<file path="config.mk">
export PLATFORM = sky130hd
export DESIGN_NAME = output_shift_ctrl_flat
export DESIGN_NICKNAME = d
export VERILOG_FILES = /design/src/rtl/output_shift_ctrl_pkg.sv /design/src/rtl/output_shift_ctrl_if.sv /design/src/rtl/output_shift_ctrl_hold_counter.sv /design/src/rtl/output_shift_ctrl.sv /design/src/flat_wrapper.sv
export SDC_FILE = /design/constraint.sdc
export NUM_CORES = 1
export LEC_CHECK = 0
export ABC_AREA = 1
export ABC_CLOCK_PERIOD_IN_PS = 4100
export CORE_MARGIN = 2
export CORE_UTILIZATION = 55
export DETAILED_ROUTE_END_ITERATION = 6
export PLACE_DENSITY = 0.84
export SYNTH_ARGS = -nofsm -noshare
export SYNTH_HDL_FRONTEND = slang
export SYNTH_HIERARCHICAL = 1
export SYNTH_SLANG_ARGS = --single-unit
export TNS_END_PERCENT = 1
</file>
<file path="constraint.sdc">
create_clock -name clk -period 4.1 [get_ports clk]
set_input_delay 0.615 -clock clk [delete_from_list [all_inputs] [get_ports clk]]
set_output_delay 0.615 -clock clk [all_outputs]
set_load 0.03 [all_outputs]
</file>
<file path="src/rtl/output_shift_ctrl_pkg.sv">
// rtl/output_shift_ctrl_pkg.sv - shared types and constants for the output shift controller
package output_ctrl_pkg;

  localparam int SHIFT_W_DEFAULT = 4;
  localparam int HOLD_W_DEFAULT  = 16;
  localparam int MAX_SHIFT       = (1 << SHIFT_W_DEFAULT) - 1;

  typedef enum logic [1:0] {
    IDLE       = 2'd0,
    PENDING    = 2'd1,
    SWEEP_WAIT = 2'd2,
    SWEEP_HOLD = 2'd3
  } state_t;

endpackage

</file>
<file path="src/rtl/output_shift_ctrl_if.sv">
// rtl/output_shift_ctrl_if.sv - host shift-request valid/ready handshake bundle
interface output_shift_ctrl_if
  import output_ctrl_pkg::*;
#(
  parameter int SHIFT_W = SHIFT_W_DEFAULT
);
  logic               host_shift_valid;
  logic               host_shift_ready;
  logic [SHIFT_W-1:0] host_shift_data;

  modport master (
    output host_shift_valid,
    output host_shift_data,
    input  host_shift_ready
  );

  modport slave (
    input  host_shift_valid,
    input  host_shift_data,
    output host_shift_ready
  );
endinterface

</file>
<file path="src/rtl/output_shift_ctrl_hold_counter.sv">
// rtl/output_shift_ctrl_hold_counter.sv - frame-advanced loadable down-counter for sweep step holds
module frame_hold_counter
  import output_ctrl_pkg::*;
#(
  parameter int HOLD_W = HOLD_W_DEFAULT
) (
  input  logic              clk,
  input  logic              rst,
  input  logic              load,
  input  logic [HOLD_W-1:0] load_val,
  input  logic              advance,
  output logic              is_one
);

  logic [HOLD_W-1:0] count;

  // Load wins over advance so a step boundary reloads instead of decrementing
  always_ff @(posedge clk) begin
    if (rst) begin
      count <= '0;
    end else if (load) begin
      count <= load_val;
    end else if (advance && (count != '0)) begin
      count <= count - HOLD_W'(1);
    end
  end

  assign is_one = (count == HOLD_W'(1));

endmodule

</file>
<file path="src/rtl/output_shift_ctrl.sv">
// rtl/output_shift_ctrl.sv - frame-aligned shift_amt owner with host updates and calibration sweep
module output_shift_ctrl
  import output_ctrl_pkg::*;
#(
  parameter int SHIFT_W = SHIFT_W_DEFAULT,
  parameter int HOLD_W  = HOLD_W_DEFAULT
) (
  input  logic               clk,
  input  logic               rst,
  input  logic               frame_start,
  output_shift_ctrl_if.slave host,
  input  logic               sweep_start,
  input  logic [HOLD_W-1:0]  sweep_hold,
  input  logic               sweep_abort,
  output logic [SHIFT_W-1:0] shift_amt,
  output logic               shift_update,
  output logic               sweep_active,
  output logic [SHIFT_W-1:0] sweep_step,
  output logic               sweep_done
);

  localparam logic [SHIFT_W-1:0] STEP_MAX = {SHIFT_W{1'b1}};
  localparam logic [HOLD_W-1:0]  HOLD_ONE = HOLD_W'(1);

  state_t             state, state_nx;
  logic [SHIFT_W-1:0] pend, pend_nx;
  logic [SHIFT_W-1:0] saved, saved_nx;
  logic [HOLD_W-1:0]  hold, hold_nx;
  logic [SHIFT_W-1:0] shift_nx, step_nx;
  logic               update_nx, active_nx, done_nx;
  logic               ready;
  logic               cnt_load, cnt_adv, cnt_is_one;

  assign ready                 = (state == IDLE) && !sweep_start && !rst;
  assign host.host_shift_ready = ready;
  assign cnt_adv               = frame_start && (state == SWEEP_HOLD);

  frame_hold_counter #(
    .HOLD_W (HOLD_W)
  ) u_hold_cnt (
    .clk      (clk),
    .rst      (rst),
    .load     (cnt_load),
    .load_val (hold),
    .advance  (cnt_adv),
    .is_one   (cnt_is_one)
  );

  always_comb begin
    state_nx  = state;
    pend_nx   = pend;
    saved_nx  = saved;
    hold_nx   = hold;
    shift_nx  = shift_amt;
    step_nx   = sweep_step;
    update_nx = 1'b0;
    active_nx = sweep_active;
    done_nx   = 1'b0;
    cnt_load  = 1'b0;

    case (state)
      IDLE: begin
        if (sweep_start) begin
          hold_nx   = (sweep_hold == '0) ? HOLD_ONE : sweep_hold;
          saved_nx  = shift_amt;
          active_nx = 1'b1;
          step_nx   = '0;
          state_nx  = SWEEP_WAIT;
        end else if (host.host_shift_valid && ready) begin
          pend_nx  = host.host_shift_data;
          state_nx = PENDING;
        end
      end

      PENDING: begin
        if (frame_start) begin
          shift_nx  = pend;
          update_nx = 1'b1;
          state_nx  = IDLE;
        end
      end

      SWEEP_WAIT: begin
        if (sweep_abort) begin
          shift_nx  = saved;
          update_nx = 1'b1;
          active_nx = 1'b0;
          step_nx   = '0;
          state_nx  = IDLE;
        end else if (frame_start) begin
          shift_nx  = '0;
          step_nx   = '0;
          update_nx = 1'b1;
          cnt_load  = 1'b1;
          state_nx  = SWEEP_HOLD;
        end
      end

      SWEEP_HOLD: begin
        // Abort outranks a coincident step so the sweep never advances past it
        if (sweep_abort) begin
          shift_nx  = saved;
          update_nx = 1'b1;
          active_nx = 1'b0;
          step_nx   = '0;
          state_nx  = IDLE;
        end else if (frame_start && cnt_is_one) begin
          update_nx = 1'b1;
          if (sweep_step == STEP_MAX) begin
            shift_nx  = saved;
            done_nx   = 1'b1;
            active_nx = 1'b0;
            step_nx   = '0;
            state_nx  = IDLE;
          end else begin
            shift_nx = shift_amt + SHIFT_W'(1);
            step_nx  = sweep_step + SHIFT_W'(1);
            cnt_load = 1'b1;
          end
        end
      end

      default: state_nx = IDLE;
    endcase
  end

  always_ff @(posedge clk) begin
    if (rst) begin
      state        <= IDLE;
      pend         <= '0;
      saved        <= '0;
      hold         <= '0;
      shift_amt    <= '0;
      shift_update <= 1'b0;
      sweep_active <= 1'b0;
      sweep_step   <= '0;
      sweep_done   <= 1'b0;
    end else begin
      state        <= state_nx;
      pend         <= pend_nx;
      saved        <= saved_nx;
      hold         <= hold_nx;
      shift_amt    <= shift_nx;
      shift_update <= update_nx;
      sweep_active <= active_nx;
      sweep_step   <= step_nx;
      sweep_done   <= done_nx;
    end
  end

endmodule

</file>
<file path="src/flat_wrapper.sv">
// flat-port wrapper written by rule: the top's interface ports become plain ports
module output_shift_ctrl_flat import output_ctrl_pkg::*;
#(
  parameter int SHIFT_W = SHIFT_W_DEFAULT,
  parameter int HOLD_W  = HOLD_W_DEFAULT
)
  (clk, rst, frame_start, sweep_start, sweep_hold, sweep_abort, shift_amt, shift_update, sweep_active, sweep_step, sweep_done, host_host_shift_valid, host_host_shift_data, host_host_shift_ready);
  output_shift_ctrl_if #(.SHIFT_W(SHIFT_W)) host_i ();
  input  logic clk;
  input  logic rst;
  input  logic frame_start;
  input  logic sweep_start;
  input  logic [HOLD_W-1:0] sweep_hold;
  input  logic sweep_abort;
  output logic [SHIFT_W-1:0] shift_amt;
  output logic shift_update;
  output logic sweep_active;
  output logic [SHIFT_W-1:0] sweep_step;
  output logic sweep_done;
  input wire logic [$bits(host_i.host_shift_valid)-1:0] host_host_shift_valid;
  input wire logic [$bits(host_i.host_shift_data)-1:0] host_host_shift_data;
  output wire logic [$bits(host_i.host_shift_ready)-1:0] host_host_shift_ready;
  assign host_i.host_shift_valid = host_host_shift_valid;
  assign host_i.host_shift_data = host_host_shift_data;
  assign host_host_shift_ready = host_i.host_shift_ready;
  output_shift_ctrl #(.SHIFT_W(SHIFT_W), .HOLD_W(HOLD_W)) u_core (.clk(clk), .rst(rst), .frame_start(frame_start), .host(host_i), .sweep_start(sweep_start), .sweep_hold(sweep_hold), .sweep_abort(sweep_abort), .shift_amt(shift_amt), .shift_update(shift_update), .sweep_active(sweep_active), .sweep_step(sweep_step), .sweep_done(sweep_done));
endmodule
</file>
==> summary.md, run 1 <==
| Metric | Value |
|---|---|
| Final nets | 527 |
| Die ar. | 0.00635 mm² |
| Fraction of registers with async set/reset | 0 |
| Critical path launch point | u_core/u_hold_cnt/count[7]$_SDFFE_PP0P_ |
| Post-DRT Antenna Nets | 0 |
| CP endpoint kind | register |
| Critical path class | register to register |
| Final Setup Violations | 0 |
| CP max stage delay | 0.42 ns |
| Max Freq | 349 MHz |
| Rel. slew slack | 0.467 |
| Synth top area cells | dfxtp_1, nand2_1, a21oi_1, inv_1, nor2_1 |
| Worst-case reg-to-reg path depth | 12 |
| Root buffer cell | clkbuf_8 |
| DRC | 0 |
| Port Buffer Count | 37 |
| Total grt overflow | 0 |
| Critical Path Fanout Max | 21 |
| RSZ-0062 raised after global routing | false |
| Critical Path RT | 4.34 ns |
| First-pass GRT wire length | 11900 µm |
| DP HPWL | 5110 µm |
| Iter 0 DRT Violations | 197 |
| Primary FF master, synth | dfxtp_1 |
| Synthesized cell area | 0.00315 mm² |
| Post-Synthesis Cells | 468 |
| Worst path cell trace | nor2_1 -> nand2_2 -> inv_1 -> nand3_1 -> nor3_1 -> nand2_1 -> o22ai_1 -> buf_4 -> inv_1 -> nand2_1 -> o21ai_0 -> a21oi_1 |
| YS warnings | 6 |
| Layout cells sized above 1 | 0.0863 |
| Hold buffers post-CTS | 0 |
| Post_cts resized | 0 |
| Final Skew | 0.00546 ns |
| Reg area | 0.00106 mm² |
| Maximum VDD drop | 0.289 mV |
| FF-to-FF Start | u_core/u_hold_cnt/count[7]$_SDFFE_PP0P_ |
| DRT Pass-1 Iters | 5 |
| Worst R2R End | u_core/u_hold_cnt/count[6]$_SDFFE_PP0P_ |
| Setup TNS | 0 ns |
| Placeable Area | 0.00551 mm² |
| Area occupied by multi-input gates | 0.00172 mm² |
| Final Critical Period | 2.87 ns |
| Syn nets | 498 |
| Status | completed |
| Largest net degree at the start of global routing | 31 |
| Top Ports | 38 |
| Post-synth top area cell | dfxtp_1 |
| H-tree depth | 2 |
| Wire length per cell | 12.2 µm |
| CTS tree | yes |
| Number of distinct library cells after synthesis | 38 |
| HP Class | register to register |
| Final setup margin | 1.23 ns |
| EDFF count, synth | 0 |
| Final hold vios | 0 |
| Leak pwr | 1.67 nW |
| Antenna violations before repair | 0 |
| Max Cap Viol | 0 |
| Slowest CP cell | nand2_1 |
| Flops & latches, synth | 53 |
| Fin crit share | 0.699 |
| Routed Wire Length | 6960 µm |
| DIE WIDTH | 79.7 µm |
| Worst-margin pin slew | 0.798 ns |
| Starting Density | 0.572 |
| Syn avg cell area | 6.73 µm² |
| Post-synth top cells | nand2_1, inv_1, dfxtp_1, nor2_1, a21oi_1 |
| Placer congestion estimate | 0.920 |
| Die extent in y | 79.7 µm |
| N_diodes | 0 |
| Layout area overhead | 13.9% |
| Vias in the first global route | 2672 |
| Clock Latency Late Sink | 0.31 ns |
| Seq/Total Area, Yosys | 0.337 |
| Reg2reg setup slack | 1.23 ns |
| Final slew viol count | 0 |
| Post-placement setup slack | 1.11 ns |
| Pwr per Cell Area | 616 mW/mm² |
| Clock Sink Count | 53 |
| GRT Util Overall | 0.237 |
| Hold_sp | u_core/saved[3]$_SDFFE_PP0P_ |
| Placed Cells | 562 |
| Crit path launch type | register |
| Fillers | 503 |
| # rows | 27 |
| Reg clk slew, reported paths | 0.09 ns |
| Post-Layout Cell Count | 570 |
| Vias/cell | 5.28 |
| Worst hold margin | 0.479 ns |
| Count leader, synth | nand2_1 |
| Top cell type's share of synthesized area | 0.337 |
| CTS Buffer Depth | 2 |
| Total number of vias | 3012 |
| Critical path destination | u_core/u_hold_cnt/count[6]$_SDFFE_PP0P_ |
| Total CTS buffers | 5 |
| Postcts setup bufs | 0 |
| Arr. time, crit path | 3.11 ns |
==> logic make-up (layout without fill, tap and decap cells) <==
logic type               count (synthesis)  count (layout)  share of synthesized area
AO/OA/AOI/OAI                           94              94                      0.159
flip-flops                              53              53                      0.337
AND/OR/NAND/NOR                        232             232                      0.364
buffers and inverters                   83             113                      0.119
XOR/XNOR                                 2               2                    0.00556
adder cells (fa/ha/maj)                  4               4                     0.0159
==> sequential cells by signal (all words and copies together) (netlist names) <==
name / flops
u_core/u_hold_cnt/count: 16
u_core/sweep_done: 1
u_core/pend: 4
u_core/sweep_active: 1
u_core/shift_update: 1
u_core/hold: 16
u_core/sweep_step: 4
u_core/shift_amt: 4
u_core/saved: 4
u_core/state: 2
==> power by group <==
group	internal (W)	switching, W	total, W
sequential	0.000639	0.000139	0.000777
combinational	0.000432	0.000705	0.00114
clock	0.000122	0.000174	0.000296
==> metal layers <==
metal | vias to the layer above | global-route usage | part of all wire
li1 | 1561 | - | -
met1 | 1342 | 0.344 | 0.48
met2 | 102 | 0.347 | 0.44
met3 | 7 | 0.0430 | 0.059
met4 | 0 | 0.0897 | 0.013
met5 | - | 0 | 0
==> area by class of cell <==
| cell class | count | share of cell area |
|---|---|---|
| Clock buffer | 6 | 0.0202 |
| Clock inverter | 2 | 0.00383 |
| Inverter | 66 | 0.0697 |
| Multi-Input combinational cell | 332 | 0.478 |
| Sequential cell | 53 | 0.296 |
| Tap cell | 72 | 0.0251 |
| Timing Repair Buffer | 39 | 0.107 |
==> worst min-delay path by stage <==
| stage | endpoint | slack, ns | cells past startpoint |
|---|---|---|---|
| after floorplan | u_core/hold[1]$_SDFFE_PP0P_ | 0.44 | 2 |
| after global placement | u_core/hold[1]$_SDFFE_PP0P_ | 0.46 | 2 |
| after detailed placement | u_core/saved[1]$_SDFFE_PP0P_ | 0.47 | 2 |
| after CTS | u_core/saved[1]$_SDFFE_PP0P_ | 0.48 | 2 |
| after global routing | u_core/saved[0]$_SDFFE_PP0P_ | 0.51 | 2 |
| final | u_core/saved[3]$_SDFFE_PP0P_ | 0.48 | 2 |
==> per-stage QoR <==
stage                      util  total power (W)  instance area (µm²)
after global routing      0.652          0.00240                 3590
after floorplan               -          0.00170                 3150
after CTS                 0.652          0.00221                 3590
after detailed placement  0.636          0.00191                 3500
after global placement    0.636          0.00189                 3500
final                     0.652          0.00221                 3590
==> critical path: cells and delay by family, from the launching register on <==
family                 cells  cell delay (ns)
DFF                        1             0.37
AOI/OAI and AO/OA          3             0.47
buffers and inverters      3             0.69
and+or+nand+nor            6             1.25
==> cell usage in the layout, fill, tap and decap left out, drive strengths merged <==
cell           instances
clkdlybuf4s50         37
o31ai                  4
buf                    2
nand4                  7
nor4                   1
nand3                 39
a31oi                  1
nand3b                 4
xnor2                  1
nor3b                  1
inv                   67
nor3                   5
nor2b                  1
dfxtp                 53
nor2                  63
clkbuf                 6
o21bai                 4
clkinv                 1
xor2                   1
o22ai                  1
a21oi                 48
o21ai                 36
ha                     4
nand2                111
No activity file was read; power rests on OpenSTA's default activity.
==> run 2: changes to the inputs <==
--- a/config.mk
+++ b/config.mk
@@ -6,11 +6,11 @@
 export NUM_CORES = 1
 export LEC_CHECK = 0
 export ABC_AREA = 1
-export ABC_CLOCK_PERIOD_IN_PS = 4100
+export ABC_CLOCK_PERIOD_IN_PS = 2560
 export CORE_MARGIN = 2
-export CORE_UTILIZATION = 55
+export CORE_UTILIZATION = 51
 export DETAILED_ROUTE_END_ITERATION = 6
-export PLACE_DENSITY = 0.84
+export PLACE_DENSITY = 0.82
 export SYNTH_ARGS = -nofsm -noshare
 export SYNTH_HDL_FRONTEND = slang
 export SYNTH_HIERARCHICAL = 1
==> constraint.sdc (replaced) <==
create_clock -name clk -period 2.56 [get_ports clk]
set_input_delay 0.384 -clock clk [delete_from_list [all_inputs] [get_ports clk]]
set_output_delay 0.384 -clock clk [all_outputs]
set_load 0.03 [all_outputs]
==> run 2 against run 1 <==
Die area increased by 7.4%. Clock-buffer cell count increased by 1. Fmax increased by 19%. Non-clock buffer count increased by 4. Hold slack got worse by 0.0047 ns. Register-to-register slack got worse by 1.1 ns. Power increased by 68%. Worst setup slack got worse by 1.1 ns. Largest power group unchanged. Wire length increased by 6.8%.
==> summary.md, run 2 (synthesis gave the netlist of run 1 again) <==
| Metric | Value |
|---|---|
| Status | completed |
| CTS tree | yes |
| Crit path launch type | register |
| DP HPWL | 5390 µm |
| Fillers | 558 |
| Total number of vias | 3096 |
| Leak pwr | 1.70 nW |
| Post-layout util | 0.618 |
| Vias in the first global route | 2764 |
| Placer congestion estimate | 0.917 |
| CP endpoint kind | register |
| Reg clk slew, reported paths | 0.10 ns |
| Clock Latency Late Sink | 0.31 ns |
| Reg2reg setup slack | 0.16 ns |
| Rel. slew slack | 0.689 |
| Placed cell area | 0.00352 mm² |
| Layout cells sized above 1 | 0.101 |
| Commonest non-fill, non-tap cell in the layout | nand2_1 |
| Antenna violations before repair | 0 |
| Post-placement setup slack | -0.0967 ns |
| Post-Layout Cell Count | 578 |
| FF-to-FF Start | u_core/u_hold_cnt/count[6]$_SDFFE_PP0P_ |
| Final nets | 532 |
| Clock Sink Count | 53 |
| Largest net degree at the start of global routing | 31 |
| Setup TNS | 0 ns |
| Arr. time, crit path | 2.65 ns |
| Placeable Area | 0.00596 mm² |
| Max Cap Viol | 0 |
| Commonest non-fill, non-tap cells in the layout | nand2_1, inv_1, nor2_1, dfxtp_1, a21oi_1 |
| Fin crit share | 0.939 |
| DRT Pass-1 Iters | 5 |
| DIE WIDTH | 82.6 µm |
| Total grt overflow | 0 |
| Worst-margin pin slew | 0.466 ns |
| Die ar. | 0.00682 mm² |
| RSZ-0062 raised after global routing | false |
| Worst Hold Endpoint | u_core/hold[1]$_SDFFE_PP0P_ |
| Hold_sp | u_core/hold[1]$_SDFFE_PP0P_ |
| CTS Buffer Depth | 2 |
| Post-DRT Antenna Nets | 0 |
| Critical Path Fanout Max | 11 |
| Top Ports | 38 |
| H-tree depth | 2 |
| Iter 0 DRT Violations | 203 |
| Final Setup Violations | 0 |
| Root buffer cell | clkbuf_8 |
| Placed Cells | 567 |
| Vias/cell | 5.36 |
| Port Buffer Count | 37 |
| Final Skew | 0.00636 ns |
| Top flop regs | u_core/hold (16), u_core/u_hold_cnt/count (16) |
| Pwr per Cell Area | 1010 mW/mm² |
| Hold depth | 2 |
| GRT Util Overall | 0.232 |
| Maximum VDD drop | 0.537 mV |
| Critical path class | register to register |
| Die extent in y | 82.6 µm |
| First-pass GRT wire length | 12300 µm |
| Final slew viol count | 0 |
| HP Class | register to register |
| Starting Density | 0.529 |
| Max Freq | 416 MHz |
| Final hold vios | 0 |
| Worst R2R End | u_core/u_hold_cnt/count[6]$_SDFFE_PP0P_ |
| Final setup margin | 0.157 ns |
| Worst-case reg-to-reg path depth | 12 |
| Final Critical Period | 2.40 ns |
| Layout area overhead | 16.8% |
| Final instance area | 0.00368 mm² |
| # rows | 28 |
| N_diodes | 0 |
| DRC | 0 |
| Total CTS buffers | 5 |
| Wire length per cell | 12.8 µm |
| Routed Wire Length | 7430 µm |
| Critical Path RT | 2.81 ns |
## run 2: how the worst max path moves through the flow
stage	from	end	slack, ns	cells past startpoint
after global placement	sweep_abort	u_core/u_hold_cnt/count[6]$_SDFFE_PP0P_	0.05	8
final	u_core/u_hold_cnt/count[6]$_SDFFE_PP0P_	u_core/u_hold_cnt/count[6]$_SDFFE_PP0P_	0.16	12
after global routing	u_core/u_hold_cnt/count[7]$_SDFFE_PP0P_	u_core/u_hold_cnt/count[3]$_SDFFE_PP0P_	0.02	12
after CTS	u_core/state[0]$_SDFFE_PP0P_	u_core/u_hold_cnt/count[6]$_SDFFE_PP0P_	0.11	9
after floorplan	u_core/sweep_step[1]$_SDFFE_PP0P_	u_core/u_hold_cnt/count[0]$_SDFFE_PP0P_	0.62	9
after detailed placement	sweep_abort	u_core/u_hold_cnt/count[6]$_SDFFE_PP0P_	-0.1	8
## run 2: final cells by class
type / count / area [µm²] / area share
multi-input combinational: 332 / 1730 / 0.471
sequential: 53 / 1060 / 0.288
timing repair buffer: 43 / 415 / 0.113
inverter: 66 / 254 / 0.0690
tap: 75 / 93.8 / 0.0255
clock buffer: 7 / 86.3 / 0.0235
clock inverter: 1 / 30.0 / 0.00816
timing repair inverter: 1 / 7.51 / 0.00204
## run 2: layer usage
metal / global-route usage / up-vias / wire (µm)
met4: 0.0820 / 0 / 144
met3: 0.0293 / 11 / 358
met2: 0.382 / 98 / 3380
met5: 0 / - / 0
met1: 0.313 / 1414 / 3540
li1: - / 1573 / -
## run 2: through the flow
stage / power, W / hold WS [ns]
after floorplan: 0.00272 / 0.443
after global placement: 0.00303 / 0.457
after detailed placement: 0.00308 / 0.462
after CTS: 0.00368 / 0.477
after global routing: 0.00401 / 0.495
final: 0.00371 / 0.474
## run 2: worst max-delay path, cell delays in order (launching register included)
cell        delay, ns
dfxtp_1          0.35
nor2_1           0.17
nand2_2          0.13
inv_1            0.13
nand3_1          0.08
nor3_1           0.23
nand2_1          0.18
o22ai_4          0.29
clkinvlp_4       0.15
buf_4            0.19
nand2_2          0.19
o21ai_0          0.10
a21oi_1          0.13
## run 2: power breakdown
group / leakage, nW / switching, W / internal, W / total (W)
logic: 1.21 / 0.00118 / 0.000712 / 0.00189
registers: 0.434 / 0.000197 / 0.00102 / 0.00122
clock network: 0.0585 / 0.000279 / 0.000319 / 0.000598
## run 2: timing repair
action | 4_1_cts | 5_1_grt
hold buffers | 0 | 0
gates resized for setup | 0 | 5
buffers inserted | 0 | 2
hold endpoints to repair | 0 | 0
setup endpoints to repair | 0 | 9
